<file path="config.mk">
export PLATFORM = sky130hd
export DESIGN_NAME = pipeline_ctrl
export DESIGN_NICKNAME = d
export VERILOG_FILES = /design/src/rtl/pipeline_ctrl.sv
export SDC_FILE = /design/constraint.sdc
export NUM_CORES = 1
export LEC_CHECK = 0
export BUFFER_PORTS_ARGS = -buffer_cell sky130_fd_sc_hd__buf_2
export CORE_AREA = 2 2 245 247
export CTS_BUF_LIST = sky130_fd_sc_hd__clkbuf_4
export DETAILED_ROUTE_END_ITERATION = 12
export DIE_AREA = 0 0 247 249
export GPL_TIMING_DRIVEN = 0
export SLEW_MARGIN = 20
export SYNTH_ARGS = -nofsm -noshare
export SYNTH_HDL_FRONTEND = slang
export SYNTH_SLANG_ARGS = --single-unit
</file>
<file path="constraint.sdc">
create_clock -name clk -period 2.59 [get_ports clk]
set_input_delay 0.259 -clock clk [delete_from_list [all_inputs] [get_ports clk]]
set_output_delay 0.259 -clock clk [all_outputs]
set_load 0.02 [all_outputs]
</file>
<file path="src/rtl/pipeline_ctrl.sv">
// Valid/allow-in handshake controller for an NSTAGE in-order pipeline with flush and stats counters.
// Latency: allow_in is combinational from eff_over; acceptance reaches the next stage valid after 1 cycle.
// Backpressure: a stalled stage holds its valid and bus; the stall ripples back to fetch in the same cycle.
module pipeline_ctrl #(
    parameter int NSTAGE = 5,
    parameter int BUS_W  = 64
) (
    input  logic                          clk,
    input  logic                          resetn,
    input  logic [NSTAGE-1:0]             s_over,
    input  logic [(NSTAGE-1)*BUS_W-1:0]   s_bus_in,
    input  logic                          flush,
    input  logic [2:0]                    flush_src,
    output logic [NSTAGE-1:0]             s_valid,
    output logic [NSTAGE-1:0]             s_allow_in,
    output logic                          next_fetch,
    output logic [(NSTAGE-1)*BUS_W-1:0]   s_bus_r,
    output logic [31:0]                   valid_disp,
    output logic [31:0]                   retire_cnt,
    output logic [31:0]                   stall_cnt
);

    localparam logic [3:0] NS4  = 4'(NSTAGE);
    localparam logic [2:0] KMAX = 3'(NSTAGE - 1);

    logic [2:0]        k;
    logic [NSTAGE-1:0] mask;
    logic [NSTAGE-1:0] clr;
    logic [NSTAGE-1:0] eff_over;

    // Fetch can never be the flush source, and out-of-range sources collapse onto writeback.
    always_comb begin
        k = flush_src;
        if (flush_src == 3'd0)
            k = 3'd1;
        else if ({1'b0, flush_src} >= NS4)
            k = KMAX;
    end

    always_comb begin
        mask     = '0;
        clr      = '0;
        eff_over = '0;
        for (int i = 0; i < NSTAGE; i++) begin
            mask[i]     = flush && (3'(i) < k);
            clr[i]      = flush && (3'(i) <= k);
            eff_over[i] = s_over[i] & s_valid[i] & ~mask[i];
        end
    end

    always_comb begin : allow_chain
        logic [NSTAGE-1:0] a;
        a = '0;
        a[NSTAGE-1] = ~s_valid[NSTAGE-1] | eff_over[NSTAGE-1];
        for (int i = NSTAGE - 2; i >= 1; i--)
            a[i] = ~s_valid[i] | (eff_over[i] & a[i+1]);
        a[0] = (eff_over[0] & a[1]) | flush;
        // Stale valid bits may still be visible before the first reset edge.
        if (!resetn) begin
            a    = '1;
            a[0] = flush;
        end
        s_allow_in = a;
    end

    assign next_fetch = s_allow_in[0];

    always_ff @(posedge clk) begin
        if (!resetn) begin
            s_valid    <= '0;
            s_bus_r    <= '0;
            retire_cnt <= '0;
            stall_cnt  <= '0;
        end else begin
            s_valid[0] <= 1'b1;
            for (int i = 1; i < NSTAGE; i++) begin
                if (clr[i])
                    s_valid[i] <= 1'b0;
                else if (s_allow_in[i])
                    s_valid[i] <= eff_over[i-1];
            end
            for (int i = 0; i < NSTAGE - 1; i++) begin
                if (eff_over[i] & s_allow_in[i+1])
                    s_bus_r[i*BUS_W +: BUS_W] <= s_bus_in[i*BUS_W +: BUS_W];
            end
            if (eff_over[NSTAGE-1])
                retire_cnt <= retire_cnt + 32'd1;
            if (s_valid[0] & ~s_allow_in[0])
                stall_cnt <= stall_cnt + 32'd1;
        end
    end

    always_comb begin
        valid_disp = '0;
        for (int i = 0; i < NSTAGE; i++)
            valid_disp[4*(NSTAGE-1-i) +: 4] = {4{s_valid[i]}};
    end

endmodule

</file>
==> reports/qor.csv <==
stage,metric,value,unit
detailed_routing,Remaining DRCs,0,
power_and_ir_drop,Seq pwr share,47.1,%
critical_path,critical setup path kind,reg -> out,
layout,"Net count, final",2551,
global_routing,global-route wire length before repair,77200,um
critical_path,Worst EP arrival,2520,ps
detailed_routing,via count,13600,
outcome,failing checks,setup timing,
critical_path,Worst Path Max Fanout,2,
die,# rows,89,
detailed_routing,drt wl/cell,16.9,um
power_and_ir_drop,Switching Fraction,26.3,%
timing,Hold Fails Final Rpt,0,
synthesis,synthesized area per cell,9.37,um2
die,die width,247,um
timing,fin. max-slew vios,0,
detailed_routing,Total Wirelength,52800,um
synthesis,Yosys cell types,46,
critical_path,Critical Path Sink,s_allow_in[0],
synthesis,Synth Instances,1273,
timing,fin crit share,107,%
power_and_ir_drop,power share of the clock group,42.3,%
cts,TritonCTS Buffers,89,
power_and_ir_drop,VDD IR max,0.000335,V
die,IO Count,630,
detailed_routing,Initial DRC Count,600,
place,Buffers on Ports,617,
power_and_ir_drop,Sw Pwr,2.87,mW
global_routing,gr ovfl total,0,
critical_path,"Req. time, crit path",2330,ps
global_routing,initial antenna violation count,8,
die,Core Footprint,58700,um2
synthesis,ys flop type,dfxtp_1,
power_and_ir_drop,pwr/cell area,539,nW/um2
timing,highest clock rate,360,MHz
global_routing,GRT Total Usage,16.2,%
timing,PnR worst setup slack,-186,ps
layout,FILL cells,5995,
synthesis,post-synth top area share,54.5,%
timing,Worst Skew,50.2,ps
detailed_routing,Pre-Repair DR Iteration Count,4,
timing,Least-Margin Pin Slew,1050,ps
global_routing,met1 GRT Util,18.6,%
outcome,status,"finished, violations left",
layout,area grow syn2layout,69.4,%
synthesis,most frequent cells after synthesis,"325 x dfxtp_1, 226 x nand2_1, 107 x nor2_1",
layout,share of post-route cells with drive strength above 1,39.5,%
critical_path,Setup crit start,s_valid[4],
synthesis,"Seq/Total Area, Yosys",54.5,%
detailed_routing,Routed Antenna Nets,0,
detailed_routing,vias per std cell,4.35,
global_routing,GRT Max-Usage Layer,met2,
power_and_ir_drop,Internal,8.03,mW
die,die area,61500,um2
cts,H-Tree Depth,3,
synthesis,Yosys reg bits,325,
cts,CTS tree,yes,
power_and_ir_drop,Pleak,9.30,nW
place,placed wire-length estimate,37700,um
synthesis,asr flop ratio synth,0,%
global_routing,met2 GRT Util,27.3,%
synthesis,dominant cells by area after synthesis,"dfxtp_1 55%, nand2_1 7.1%, o221a_2 6.0%",
timing,"Min Clock Period, post-route",2780,ps
critical_path,reg-to-reg critical path endpoint,s_bus_r[16],
critical_path,CP Launch Type,register,
cts,Clock Latency Late Sink,770,ps
worst_hold_path,worst hold path class,in -> reg,
global_routing,met3 usage,4.83,%
timing,relative slew slack,30.0,%
cts,clk sink count,325,
critical_path,reg-to-reg startpoint,s_valid[4],
synthesis,Synth warnings,0,
die,Initial Util,20.3,%
place,GP Congestion,0.871,
synthesis,Mapped Area,11900,um2
synthesis,Post-synth EDFFs,0,
power_and_ir_drop,Logic pwr share,10.7,%
worst_hold_path,Hold Crit Start,resetn,
die,Die H,249,um
global_routing,largest net degree at the start of global routing,15,
cts,clk buf depth,3,
cts,Root Buffer,clkbuf_4,
cts,clk slew on worst S/H paths,70,ps
layout,Util after Layout,34.5,%
timing,RSZ-0062 raised after global routing,yes,
run,Max Cap Violations,0,
global_routing,number of global-route vias before repair,13300,
critical_path,R2R cell count,11,
timing,setup TNS,-533,ps
timing,final setup fails,3,
critical_path,CP Capture Type,primary output,
synthesis,post-synth top area cell,dfxtp_1,
critical_path,R2R setup slack,60,ps
synthesis,"count leader, synth",dfxtp_1,
[cell families after synthesis]
kind of cell	Yosys count	synth area share (%)
and+or+nand+nor	431	15.7
AOI/OAI and AO/OA	334	21.0
DFF	325	54.5
buffers and inverters	141	5.70
xor gates and xnor gates	38	2.79
adders and majority gates	2	0.210
other	1	0.0314
muxes	1	0.0839
[worst max-delay path, stage by stage, from the launching register on]
cell and delay [ps]:
dfxtp_4 340, nor2b_4 130, o21ai_4 240, nand4_1 220
a21oi_4 220, o2111ai_4 150, buf_6 170, nand2b_4 80
buf_6 90, buf_6 100
[worst min path at each step]
stage	slack (ps)	depth (start not counted)	end
detailed placement	390	1	s_valid[0]
floorplan	290	0	s_valid[0]
finish	150	2	s_valid[0]
global placement	380	1	s_valid[0]
CTS	30	2	s_valid[0]
global route	30	2	s_valid[0]
[power by group through the flow]
stage | sequential [mW] | combinational (mW) | clock (mW)
after floorplan | 5.34 | 0.278 | 0
after global placement | 5.24 | 0.802 | 0
after detailed placement | 5.24 | 0.803 | 0
after CTS | 5.13 | 1.15 | 4.77
after global routing | 5.14 | 1.24 | 5.05
final | 5.13 | 1.16 | 4.61
[per-layer routing]
layer | part of all wire [%] | wire, um
met1 | 42 | 22000
met5 | 0.051 | 27
met3 | 7.0 | 3690
met2 | 48 | 25100
met4 | 3.7 | 1970
[cells in the final DEF, fill, tap and decap left out, types with 6 or more instances in the layout]
cell and count:
buf_2 632, dfxtp_1 321, dlygate4sd3_1 274, nand2_1 226, clkbuf_4 136, nor2_1 106, a21oi_1 87, o22ai_1 64
o221a_2 64, a2bb2oi_1 63, clkbuf_1 62, buf_4 47, xor2_1 27, o21ai_0 22, or3_1 21, nand3_1 16
nand4_1 15, and3_1 13, clkinv_1 13, conb_1 12, xnor2_1 11, diode_2 8, buf_1 8, nor3_1 8
o211ai_1 8, inv_1 7, o2111ai_1 6, o21a_1 6, clkinv_2 6
[final cells by class]
class / instances / area (um2) / area share [%]
Sequential cell: 325 / 6520 / 32.2
Timing Repair Buffer: 907 / 5980 / 29.6
Multi-Input combinational cell: 818 / 4900 / 24.2
Inverter: 8 / 30.0 / 0.148
Clock inverter: 25 / 129 / 0.637
Tap cell: 773 / 967 / 4.78
Buffer: 133 / 693 / 3.43
Clock buffer: 131 / 983 / 4.86
Antenna cell: 8 / 20.0 / 0.0990
[flip-flops by register name, summed over array words and instances, names as in the netlist]
name / cells
retire_cnt: 32
s_bus_r: 256
s_valid: 5
stall_cnt: 32
[through the flow]
stage	hold WS, ps	instances	power (mW)	cell area (um2)	worst slack, ps
after detailed placement	386	2674	6.05	16000	-946
after global placement	381	2674	6.04	16000	-956
final	147	3128	10.9	20200	-186
after floorplan	287	1284	5.62	12000	231
after CTS	26.8	3111	11.0	20100	-362
after global routing	29.9	3126	11.4	20200	-376
[repair_timing]
action / CTS / global route
hold buffers: 274 / 0
resized for setup: 31 / 23
pin swaps: 4 / 3
setup endpoints to repair: 230 / 48
endpoints found under the hold margin: 267 / 0
buffers inserted: 7 / 9
(Power assumes the default switching activity.)
